File: config.mk
export PLATFORM = sky130hd
export DESIGN_NAME = hub75_row_driver_flat
export DESIGN_NICKNAME = d
export VERILOG_FILES = /design/src/rtl/led_display_pkg.sv /design/src/rtl/hub75_row_driver_if.sv /design/src/rtl/hub75_tick_gen.sv /design/src/rtl/hub75_row_driver.sv /design/src/flat_wrapper.sv
export SDC_FILE = /design/constraint.sdc
export NUM_CORES = 1
export LEC_CHECK = 0
export CORE_UTILIZATION = 47
export DETAILED_ROUTE_END_ITERATION = 8
export PLACE_DENSITY = 0.83
export SLEW_MARGIN = 20
export SYNTH_ARGS = -nofsm -noshare
export SYNTH_HDL_FRONTEND = slang
export SYNTH_SLANG_ARGS = --single-unit
File: constraint.sdc
create_clock -name clk_in -period 6.8 [get_ports clk_in]
set_clock_uncertainty 0.2 [all_clocks]
set_input_delay 0.68 -clock clk_in [delete_from_list [all_inputs] [get_ports clk_in]]
set_output_delay 0.68 -clock clk_in [all_outputs]
set_load 0.01 [all_outputs]
File: src/rtl/led_display_pkg.sv
// rtl/led_display_pkg.sv - shared row types, geometry constants and row-driver state enum
//
// Purpose : common definitions for the LED display pipeline (pattern generator -> row driver).
// Contents: GL_NUM_COL_PIXELS  columns per panel row
//           GL_RGB_COL_W       bits in one half-row (red, green and blue column vectors)
//           GL_RGB_ROW_W       bits in one rgb_row_t (top half + bottom half)
//           rgb_row_t          top/bot halves, each {red, green, blue} column vectors
//           hub75_state_t      row-driver FSM states
//           half_bits()        {r,g,b} of one column of a half-row
package led_display_pkg;

    localparam int GL_NUM_COL_PIXELS = 32;
    localparam int GL_RGB_COL_W      = 3 * GL_NUM_COL_PIXELS;
    localparam int GL_RGB_ROW_W      = 2 * GL_RGB_COL_W;
    localparam int GL_COL_IDX_W      = $clog2(GL_NUM_COL_PIXELS);

    typedef logic [GL_NUM_COL_PIXELS-1:0] col_vec_t;

    typedef struct packed {
        col_vec_t red;
        col_vec_t green;
        col_vec_t blue;
    } rgb_half_t;

    typedef struct packed {
        rgb_half_t top;
        rgb_half_t bot;
    } rgb_row_t;

    typedef enum logic [2:0] {
        IDLE,
        SHIFT,
        BLANK,
        LATCH,
        DISPLAY
    } hub75_state_t;

    function automatic logic [2:0] half_bits(input rgb_half_t h, input logic [GL_COL_IDX_W-1:0] idx);
        return {h.red[idx], h.green[idx], h.blue[idx]};
    endfunction

endpackage

File: src/rtl/hub75_row_driver_if.sv
// rtl/hub75_row_driver_if.sv - row stream handshake between pattern generator and row driver
//
// Purpose : one rgb_row_t plus its panel row-pair address per valid/ready transfer.
// Signals : row_in          rgb_row_t row data
//           row_valid_in    row_in and row_address_in valid
//           row_ready_out   driver can accept a row
//           row_address_in  4-bit panel row-pair address
// Modports: master (pattern generator), slave (row driver).
interface hub75_row_driver_if;
    import led_display_pkg::*;

    rgb_row_t    row_in;
    logic        row_valid_in;
    logic        row_ready_out;
    logic [3:0]  row_address_in;

    modport master (
        output row_in,
        output row_valid_in,
        output row_address_in,
        input  row_ready_out
    );

    modport slave (
        input  row_in,
        input  row_valid_in,
        input  row_address_in,
        output row_ready_out
    );

endinterface

File: src/rtl/hub75_tick_gen.sv
// rtl/hub75_tick_gen.sv - shift-clock divider producing alternating rise/fall ticks
//
// Purpose : while en_in=1, emits a one-cycle tick every DIV cycles; ticks alternate rise, fall,
//           rise, ... starting with rise. Dropping en_in restarts the sequence.
// Ports   : clk_in         system clock
//           reset_in       asynchronous active-high reset
//           en_in          run the divider
//           rise_tick_out  the shift clock should go high next cycle
//           fall_tick_out  the shift clock should go low next cycle
module hub75_tick_gen #(
    parameter int DIV = 2
) (
    input  logic clk_in,
    input  logic reset_in,
    input  logic en_in,
    output logic rise_tick_out,
    output logic fall_tick_out
);

    localparam int              CNT_W    = $clog2(DIV + 1);
    localparam logic [CNT_W-1:0] CNT_LAST = CNT_W'(DIV - 1);

    logic [CNT_W-1:0] cnt_q;
    logic             phase_q;
    logic             tick;

    assign tick          = en_in && (cnt_q == CNT_LAST);
    assign rise_tick_out = tick && !phase_q;
    assign fall_tick_out = tick && phase_q;

    always_ff @(posedge clk_in or posedge reset_in) begin
        if (reset_in) begin
            cnt_q   <= '0;
            phase_q <= 1'b0;
        end else if (!en_in) begin
            cnt_q   <= '0;
            phase_q <= 1'b0;
        end else if (tick) begin
            cnt_q   <= '0;
            phase_q <= !phase_q;
        end else begin
            cnt_q   <= cnt_q + 1'b1;
        end
    end

endmodule

File: src/rtl/hub75_row_driver.sv
// rtl/hub75_row_driver.sv - shifts one row onto HUB75 pins, then blanks, latches and displays it
//
// Purpose : accepts rows from the pattern generator and drives the panel connector:
//           IDLE -> SHIFT -> BLANK -> LATCH -> DISPLAY -> IDLE. All outputs registered.
// Ports   : clk_in, reset_in        system clock, asynchronous active-high reset
//           row_if (slave)          row_in / row_valid_in / row_ready_out / row_address_in
//           brightness_in [7:0]     only with HUB75_BRIGHTNESS_EN; sampled on entry to DISPLAY
//           hub_{r,g,b}1_out        top-half serial colour data
//           hub_{r,g,b}2_out        bottom-half serial colour data
//           hub_clk_out             panel shift clock
//           hub_lat_out             panel latch
//           hub_oe_n_out            panel output enable, active low
//           hub_addr_out [3:0]      panel row select
//           row_done_out            one-cycle pulse on the last DISPLAY cycle
// Config  : HUB75_BRIGHTNESS_EN     oe_n low only for brightness*(OE_ON_CYCLES/256) DISPLAY cycles
module hub75_row_driver
    import led_display_pkg::*;
#(
    parameter int SYS_CLK_FREQ  = 100_000_000,
    parameter int SHIFT_CLK_DIV = 2,
    parameter int BLANK_CYCLES  = 4,
    parameter int OE_ON_CYCLES  = 2560
) (
    input  logic               clk_in,
    input  logic               reset_in,
    hub75_row_driver_if.slave  row_if,
`ifdef HUB75_BRIGHTNESS_EN
    input  logic [7:0]         brightness_in,
`endif
    output logic               hub_r1_out,
    output logic               hub_g1_out,
    output logic               hub_b1_out,
    output logic               hub_r2_out,
    output logic               hub_g2_out,
    output logic               hub_b2_out,
    output logic               hub_clk_out,
    output logic               hub_lat_out,
    output logic               hub_oe_n_out,
    output logic [3:0]         hub_addr_out,
    output logic               row_done_out
);

    if (SYS_CLK_FREQ < 1 || SHIFT_CLK_DIV < 1 || BLANK_CYCLES < 1 ||
        OE_ON_CYCLES < 256 || (OE_ON_CYCLES % 256) != 0) begin : g_bad_params
        $error("hub75_row_driver: illegal parameter combination");
    end

    localparam int BLANK_W = $clog2(BLANK_CYCLES + 1);
    localparam int DISP_W  = $clog2(OE_ON_CYCLES + 1);

    localparam logic [BLANK_W-1:0]      BLANK_LAST  = BLANK_W'(BLANK_CYCLES - 1);
    localparam logic [DISP_W-1:0]       DISP_LAST   = DISP_W'(OE_ON_CYCLES - 1);
    localparam logic [DISP_W-1:0]       DISP_PENULT = DISP_W'(OE_ON_CYCLES - 2);
    localparam logic [GL_COL_IDX_W-1:0] COL_LAST    = GL_COL_IDX_W'(GL_NUM_COL_PIXELS - 1);

    hub75_state_t            state_q, state_d;
    rgb_row_t                row_q, row_d;
    logic [3:0]              addr_q, addr_d;
    logic [GL_COL_IDX_W-1:0] idx_q, idx_d;
    logic [BLANK_W-1:0]      blank_cnt_q, blank_cnt_d;
    logic [DISP_W-1:0]       disp_cnt_q, disp_cnt_d;

    logic                    ready_q, ready_d;
    logic [2:0]              top_bits_q, top_bits_d;
    logic [2:0]              bot_bits_q, bot_bits_d;
    logic                    hclk_q, hclk_d;
    logic                    lat_q, lat_d;
    logic                    oe_n_q, oe_n_d;
    logic [3:0]              hub_addr_q, hub_addr_d;
    logic                    done_q, done_d;

    logic                    tick_en;
    logic                    rise_tick;
    logic                    fall_tick;
    logic [GL_COL_IDX_W-1:0] idx_dec;

`ifdef HUB75_BRIGHTNESS_EN
    localparam int OE_STEP = OE_ON_CYCLES / 256;

    logic [DISP_W-1:0] on_len_q, on_len_d;
    logic [DISP_W-1:0] on_len_entry;

    // 255*OE_STEP < OE_ON_CYCLES, so the product always fits the display counter width.
    assign on_len_entry = DISP_W'(32'(brightness_in) * OE_STEP);
`endif

    // The divider only runs in the two states that need shift-clock timing; it restarts on each entry.
    assign tick_en = (state_q == SHIFT) || (state_q == LATCH);
    assign idx_dec = idx_q - 1'b1;

    hub75_tick_gen #(
        .DIV (SHIFT_CLK_DIV)
    ) u_tick_gen (
        .clk_in        (clk_in),
        .reset_in      (reset_in),
        .en_in         (tick_en),
        .rise_tick_out (rise_tick),
        .fall_tick_out (fall_tick)
    );

    always_comb begin
        state_d     = state_q;
        row_d       = row_q;
        addr_d      = addr_q;
        idx_d       = idx_q;
        blank_cnt_d = blank_cnt_q;
        disp_cnt_d  = disp_cnt_q;
        ready_d     = ready_q;
        top_bits_d  = top_bits_q;
        bot_bits_d  = bot_bits_q;
        hclk_d      = hclk_q;
        lat_d       = lat_q;
        oe_n_d      = oe_n_q;
        hub_addr_d  = hub_addr_q;
        done_d      = 1'b0;
`ifdef HUB75_BRIGHTNESS_EN
        on_len_d    = on_len_q;
`endif

        case (state_q)
            IDLE: begin
                ready_d = 1'b1;
                oe_n_d  = 1'b1;
                if (row_if.row_valid_in && ready_q) begin
                    // The first column goes out together with the capture so data is valid one cycle later.
                    row_d      = row_if.row_in;
                    addr_d     = row_if.row_address_in;
                    idx_d      = COL_LAST;
                    top_bits_d = half_bits(row_if.row_in.top, COL_LAST);
                    bot_bits_d = half_bits(row_if.row_in.bot, COL_LAST);
                    hclk_d     = 1'b0;
                    ready_d    = 1'b0;
                    state_d    = SHIFT;
                end
            end

            SHIFT: begin
                if (rise_tick) begin
                    hclk_d = 1'b1;
                end else if (fall_tick) begin
                    hclk_d = 1'b0;
                    if (idx_q == '0) begin
                        top_bits_d  = '0;
                        bot_bits_d  = '0;
                        blank_cnt_d = '0;
                        hub_addr_d  = addr_q;
                        state_d     = BLANK;
                    end else begin
                        idx_d      = idx_dec;
                        top_bits_d = half_bits(row_q.top, idx_dec);
                        bot_bits_d = half_bits(row_q.bot, idx_dec);
                    end
                end
            end

            BLANK: begin
                oe_n_d = 1'b1;
                if (blank_cnt_q == BLANK_LAST) begin
                    lat_d   = 1'b1;
                    state_d = LATCH;
                end else begin
                    blank_cnt_d = blank_cnt_q + 1'b1;
                end
            end

            LATCH: begin
                // Latch lasts one full shift-clock period: rise tick is ignored, fall tick ends it.
                if (fall_tick) begin
                    lat_d      = 1'b0;
                    disp_cnt_d = '0;
                    state_d    = DISPLAY;
`ifdef HUB75_BRIGHTNESS_EN
                    on_len_d   = on_len_entry;
                    oe_n_d     = (on_len_entry == '0);
`else
                    oe_n_d     = 1'b0;
`endif
                end
            end

            DISPLAY: begin
                if (disp_cnt_q == DISP_LAST) begin
                    oe_n_d  = 1'b1;
                    ready_d = 1'b1;
                    state_d = IDLE;
                end else begin
                    disp_cnt_d = disp_cnt_q + 1'b1;
                    done_d     = (disp_cnt_q == DISP_PENULT);
`ifdef HUB75_BRIGHTNESS_EN
                    // oe_n for the next cycle: low while the next cycle index is within the on-time.
                    oe_n_d     = !((disp_cnt_q + 1'b1) < on_len_q);
`else
                    oe_n_d     = 1'b0;
`endif
                end
            end

            default: begin
                oe_n_d  = 1'b1;
                state_d = IDLE;
            end
        endcase
    end

    always_ff @(posedge clk_in or posedge reset_in) begin
        if (reset_in) begin
            state_q     <= IDLE;
            row_q       <= '0;
            addr_q      <= '0;
            idx_q       <= '0;
            blank_cnt_q <= '0;
            disp_cnt_q  <= '0;
            ready_q     <= 1'b0;
            top_bits_q  <= '0;
            bot_bits_q  <= '0;
            hclk_q      <= 1'b0;
            lat_q       <= 1'b0;
            oe_n_q      <= 1'b1;
            hub_addr_q  <= '0;
            done_q      <= 1'b0;
`ifdef HUB75_BRIGHTNESS_EN
            on_len_q    <= '0;
`endif
        end else begin
            state_q     <= state_d;
            row_q       <= row_d;
            addr_q      <= addr_d;
            idx_q       <= idx_d;
            blank_cnt_q <= blank_cnt_d;
            disp_cnt_q  <= disp_cnt_d;
            ready_q     <= ready_d;
            top_bits_q  <= top_bits_d;
            bot_bits_q  <= bot_bits_d;
            hclk_q      <= hclk_d;
            lat_q       <= lat_d;
            oe_n_q      <= oe_n_d;
            hub_addr_q  <= hub_addr_d;
            done_q      <= done_d;
`ifdef HUB75_BRIGHTNESS_EN
            on_len_q    <= on_len_d;
`endif
        end
    end

    assign row_if.row_ready_out = ready_q;
    assign hub_r1_out   = top_bits_q[2];
    assign hub_g1_out   = top_bits_q[1];
    assign hub_b1_out   = top_bits_q[0];
    assign hub_r2_out   = bot_bits_q[2];
    assign hub_g2_out   = bot_bits_q[1];
    assign hub_b2_out   = bot_bits_q[0];
    assign hub_clk_out  = hclk_q;
    assign hub_lat_out  = lat_q;
    assign hub_oe_n_out = oe_n_q;
    assign hub_addr_out = hub_addr_q;
    assign row_done_out = done_q;

endmodule

File: src/flat_wrapper.sv
// flat-port wrapper written by rule: the top's interface ports become plain ports
module hub75_row_driver_flat import led_display_pkg::*;
#(
    parameter int SYS_CLK_FREQ  = 100_000_000,
    parameter int SHIFT_CLK_DIV = 2,
    parameter int BLANK_CYCLES  = 4,
    parameter int OE_ON_CYCLES  = 2560
)
  (clk_in, reset_in, hub_r1_out, hub_g1_out, hub_b1_out, hub_r2_out, hub_g2_out, hub_b2_out, hub_clk_out, hub_lat_out, hub_oe_n_out, hub_addr_out, row_done_out, row_if_row_in, row_if_row_valid_in, row_if_row_address_in, row_if_row_ready_out);
  hub75_row_driver_if row_if_i ();
  input  logic clk_in;
  input  logic reset_in;
  output logic hub_r1_out;
  output logic hub_g1_out;
  output logic hub_b1_out;
  output logic hub_r2_out;
  output logic hub_g2_out;
  output logic hub_b2_out;
  output logic hub_clk_out;
  output logic hub_lat_out;
  output logic hub_oe_n_out;
  output logic [3:0] hub_addr_out;
  output logic row_done_out;
  input wire logic [$bits(row_if_i.row_in)-1:0] row_if_row_in;
  input wire logic [$bits(row_if_i.row_valid_in)-1:0] row_if_row_valid_in;
  input wire logic [$bits(row_if_i.row_address_in)-1:0] row_if_row_address_in;
  output wire logic [$bits(row_if_i.row_ready_out)-1:0] row_if_row_ready_out;
  assign row_if_i.row_in = row_if_row_in;
  assign row_if_i.row_valid_in = row_if_row_valid_in;
  assign row_if_i.row_address_in = row_if_row_address_in;
  assign row_if_row_ready_out = row_if_i.row_ready_out;
  hub75_row_driver #(.SYS_CLK_FREQ(SYS_CLK_FREQ), .SHIFT_CLK_DIV(SHIFT_CLK_DIV), .BLANK_CYCLES(BLANK_CYCLES), .OE_ON_CYCLES(OE_ON_CYCLES)) u_core (.clk_in(clk_in), .reset_in(reset_in), .row_if(row_if_i), .hub_r1_out(hub_r1_out), .hub_g1_out(hub_g1_out), .hub_b1_out(hub_b1_out), .hub_r2_out(hub_r2_out), .hub_g2_out(hub_g2_out), .hub_b2_out(hub_b2_out), .hub_clk_out(hub_clk_out), .hub_lat_out(hub_lat_out), .hub_oe_n_out(hub_oe_n_out), .hub_addr_out(hub_addr_out), .row_done_out(row_done_out));
endmodule
# == After elaboration in Yosys (flattened, before gate mapping) ==
# Index checks and enable logic that the tools add are counted.
# classes
add_sub_neg,4
n_lt_le_gt_ge,1
eq_ne,20
muxes,60
bitwise,2
n_reduce_logical,24
# ops
cell,n
$mux 3,19
$bmux 1 s5,6
$eq 12x12->1 const B,2
$mux 12,2
$pmux 12 s2,1
$mux 5,4
$pmux 3 s2,3
$mux 1,17
$pmux 3 s5,1
$add 12x1->12 const B,1
$ne 2x1->1 const B,6
$ne 2x2->1 const B,5
$pmux 5 s2,1
$reduce_and 5->1,2
$reduce_bool 2->1,5
$eq 3x2->1 const B,3
$reduce_and 3->1,3
$reduce_and 4->1,2
$reduce_and 7->1,1
$lt 5x6->1 const B,1
$pmux 1 s2,3
$reduce_and 2->1,3
$logic_not 5->1,1
$sub 5x1->5 const B,1
13 further kinds,18
# totals
register_bits,237
input_bits,199
out_inout_bits,15
elab_cells,132

# == Longest topological paths before layout ==
# logic_depth
ltp_word,7
depth_mapped,13
mapped_depth_nobuf,7

# == Cells and area by module ==
# Synthesis repeated with hierarchy kept, for this count alone.
# hier_totals
cells_unflattened,1199
area_unflattened_um2,11139.4
# by_module_without_submodules
module,n_inst,cells_each,area_each_um2,seq_area_each_um2
hub75_row_driver,1,1187,11010.6,5856.9
hub75_tick_gen,1,12,128.9,75.1

# == Worst setup path before layout ==
# OpenSTA, ideal clock, no wires.
# synth_timing
path_type,register to register
start,register u_core.idx_q[0]
end,register u_core.top_bits_q[0]
arrival_time_ns,2.390
required_ns,6.513
slack_ns,4.123
path_stages_with_launch,13
period_less_slack_ns,2.677
path_cell_list,dfrtp_1 > buf_6 > buf_4 > buf_4 > inv_1 > ha_1 > buf_6 > xnor2_2 > clkbuf_1 > mux2i_1 > nand4_1 > a32o_1 > a211oi_2
# synth_between
elab_chain_cells,7
elab_cells_between_ends,8
classes_between,add/sub (1); mux (6); reduce/logical (1)
# synth_lines
item,line,text
from (decl),hub75_row_driver.sv:59,"logic [GL_COL_IDX_W-1:0] idx_q, idx_d;"
from (signal assigned),hub75_row_driver.sv:228,idx_q <= idx_d;
$sub 5x1->5,hub75_row_driver.sv:89,assign idx_dec = idx_q - 1'b1;
$bmux 1 s5,led_display_pkg.sv:39,"return {h.red[idx], h.green[idx], h.blue[idx]};"
$mux 1 (not written as such),led_display_pkg.sv:39,
$mux 3 (*),hub75_row_driver.sv:142,if (idx_q == '0) begin
$mux 3 (*),hub75_row_driver.sv:140,end else if (fall_tick) begin
$mux 3 (*),hub75_row_driver.sv:138,if (rise_tick) begin
$pmux 3 s2 (*),hub75_row_driver.sv:120,case (state_q)
to (signal assigned),hub75_row_driver.sv:232,top_bits_q <= top_bits_d;
to (decl),hub75_row_driver.sv:64,"logic [2:0] top_bits_q, top_bits_d;"
# Every way passes the cells marked *; elsewhere a longest branch is shown, timed or not. The select of a mux whose other input is x is not followed.
# A chain may end at the register's enable or synchronous reset.

# == Worst setup path in the final report ==
# layout_timing
start,register u_core.idx_q[0]
end,register u_core.top_bits_q[2]
# The elaborated chain is that of the path after synthesis.

==> flow_summary.yaml <==
place:
  dp_hpwl_mm: 19.10
  port_buffers: 213
  place_worst_setup_slack_ps: 3361
  gp_congestion: 0.8236
sta:
  setup_tns_ps: 0
  hold_slack_ps: 270.8
  fin_ws_ps: 3480
  drv_slew: 0
  max_freq_ghz: 0.3012
  setup_violations: 0
  grt_setup_unrepaired: "false"
  relSlewSlack: 0.3805
  finalCriticalPeriod_ps: 3320
  worst_pin_slew_ps: 923.0
  hold_viol_final: 0
  finalCritPeriodShare: 0.4883
route:
  firstDrtPassIters: 5
  wl_mm: 28.59
  drc_errors: 0
  wl_per_cell_microns: 16.55
  vias: 9083
  drtIter0Drc: 695
  wl_met2_mm: 13.82
  dr.max_layer_used: "met4"
  viasPerCell: 5.259
  final_antenna_net_count: 0
  met3_length_mm: 1.501
  drt-met1-wl_mm: 12.35
final_layout:
  antenna_cells: 0
  final_cell_mix: "nand2_1, dfrtp_1, clkdlybuf4s50_1"
  area_growth_pct: 28.13
  final_net_count: 1593
  drive_above_1_share: 0.08878
  final_common_cell: "nand2_1"
synth:
  yosysTopAreaCellShare: 0.5231
  synthCells: 1210
  synth_edf_count: 0
  synth_warnings: 0
  seq_area_frac_synth: 0.5254
  synthTopCellsByArea: "dfrtp_1, nand2_1, mux4_2"
  synth_top_area_cell: "dfrtp_1"
  synth-seq-cells: 237
  async_flop_share: 1.000
  ys.flop_type: "dfrtp_1"
  syn_nets: 1414
  syn_avg_cell_area_sq_um: 9.330
  synth_cell_types: 59
  synthesis.area_sq_um: 11290
worst_setup_path:
  max_stage_delay_ps: 930
  critPathArrivalTime_ps: 3550
  worstPathCellList: "inv_1, ha_4, mux4_2, nand2_1, a31oi_1, a21boi_1, a211oi_2"
  startpoint_type: "register"
  required_ps: 7030
  slowest_stage: "ha_4"
  worst-path-buf-inv: 1
  cp-end-kind: "register"
  crit_fanout: 67
  crit_family: "adder cells"
  worstSetupPathType: "register to register"
die:
  core.rowCount: 56
  die_w_microns: 157.0
  coreArea_sq_um: 23540
  die_area_sq_um: 24640
  io_pins: 214
  die_h_microns: 157.0
  initial_core_util: 0.4795
clock_tree:
  cts.hold.buffers_added: 0
  post_cts.repair.setup_buffers: 0
  cts.repair.resized: 0
  htreeDepth: 1
  cts.clk_slew.worst_paths_ps: 60
  cts_buffers: 25
  clockBufferDepth: 3
  clk_latency_ps: 530
  cts_tree: "yes"
  cts_root_buf: "clkbuf_16"
  clock-sinks: 237
pwr:
  leakagePower_nw: 6.919
  share_comb_of_total_power: 0.339
  power_per_cell_area_nw_per_um2: 358.2
  intPower_mw: 3.492
  seqPwrFrac: 0.371
  vdd_drop_max_mv: 0.3580
  p_switching_mw: 1.689
  switching_share: 0.3261
  clkPwrFrac: 0.290
job:
  drv_cap: 0
global_route:
  antenna_found_initial: 0
  grt_max_degree: 130
  track_usage: 0.2389
  grt_pass1_wl_mm: 46.23
  grt_pass1_vias: 9154
  grt_overflow: 0
hold_path:
  holdCritPathClass: "register to register"
status:
  status: "completed"
[power groups by stage]
stage	registers (mW)	logic (mW)	clock network [mW]
2_1_floorplan	1.81	1.38	0
3_3_place_gp	1.93	1.71	0
3_5_place_dp	1.94	1.75	0
4_1_cts	1.92	1.77	1.53
5_1_grt	1.96	1.92	1.58
6_report	1.92	1.76	1.50
[per-layer routing]
layer | global-route usage | vias up
met5 | 0 | -
met4 | 0.08824 | 0
met3 | 0.03194 | 65
met2 | 0.3913 | 299
met1 | 0.3255 | 4428
li1 | - | 4291
[through the flow]
stage | cell area [sq um] | util | std cells | power [mW]
floorplan | 11290 | - | 1210 | 3.189
global placement | 13530 | 0.5746 | 1680 | 3.642
detailed placement | 13530 | 0.5746 | 1680 | 3.692
CTS | 14440 | 0.6133 | 1726 | 5.215
global route | 14470 | 0.6144 | 1727 | 5.459
finish | 14470 | 0.6144 | 1727 | 5.181
[worst paths after layout]
kind,endpoint,slack (ps),start,depth (start not counted)
max,u_core.top_bits_q[2],3480,u_core.idx_q[0],7
min,u_core.row_q[12],270,u_core.row_q[12],2
max reg2reg,u_core.top_bits_q[2],3480,u_core.idx_q[0],7
min reg2reg,u_core.row_q[12],270,u_core.row_q[12],2
max in group asynchronous,u_core.row_q[79],4580,reset_in,3
min in group asynchronous,u_core.row_q[147],470,reset_in,2
[cell usage after synthesis, types with 3 or more instances]
| library cell | n |
|---|---|
| buf_4 | 4 |
| dfrtp_1 | 236 |
| nand3b_1 | 6 |
| nand3_1 | 14 |
| nor3b_1 | 14 |
| nand2_1 | 626 |
| clkbuf_1 | 14 |
| a21oi_1 | 5 |
| xnor2_1 | 3 |
| mux2_2 | 5 |
| ha_1 | 5 |
| o22ai_1 | 9 |
| a32o_1 | 6 |
| a22oi_1 | 5 |
| and2_1 | 4 |
| a211oi_2 | 3 |
| mux2i_1 | 15 |
| a31oi_1 | 4 |
| nor3_1 | 8 |
| o21ai_1 | 4 |
| inv_1 | 8 |
| xor2_1 | 8 |
| a21boi_1 | 3 |
| mux4_2 | 42 |
| nor2_1 | 42 |
| buf_2 | 43 |
| nor2b_1 | 4 |
| nand2b_1 | 8 |
| o21ai_0 | 10 |
| buf_6 | 8 |
| nand4_1 | 9 |
| mux2_1 | 3 |
[registers in the layout, indices dropped and copies added (netlist names), 2 cells and up]
signal                   count
u_core.row_q               192
u_core.disp_cnt_q           12
u_core.idx_q                 5
u_core.addr_q                4
u_core.hub_addr_out          4
u_core.blank_cnt_q           3
u_core.bot_bits_q            3
u_core.state_q               3
u_core.top_bits_q            3
u_core.u_tick_gen.cnt_q      2
[worst min-delay path: stages, from the launching register on]
cell     delay [ps]
dfrtp_1         340
nand2_1          50
nand2_1          50
[cell families after synthesis]
family,synth area share
AND/OR/NAND/NOR,0.2749
flip-flops,0.5254
buffers and inverters,0.03979
multiplexers,0.1051
AO/OA/AOI/OAI,0.03790
XOR/XNOR,0.01142
adder cells (fa/ha/maj),0.005541
[cell type report]
cell class	count	area, sq um
sequential	237	5936
clock inverter	16	236.5
multi-input combinational	893	4938
tap	319	399.1
clock buffer	30	674.4
fill	1897	9077
inverter	8	33.78
timing repair buffer	224	2247
No activity file was read; power rests on OpenSTA's default activity.
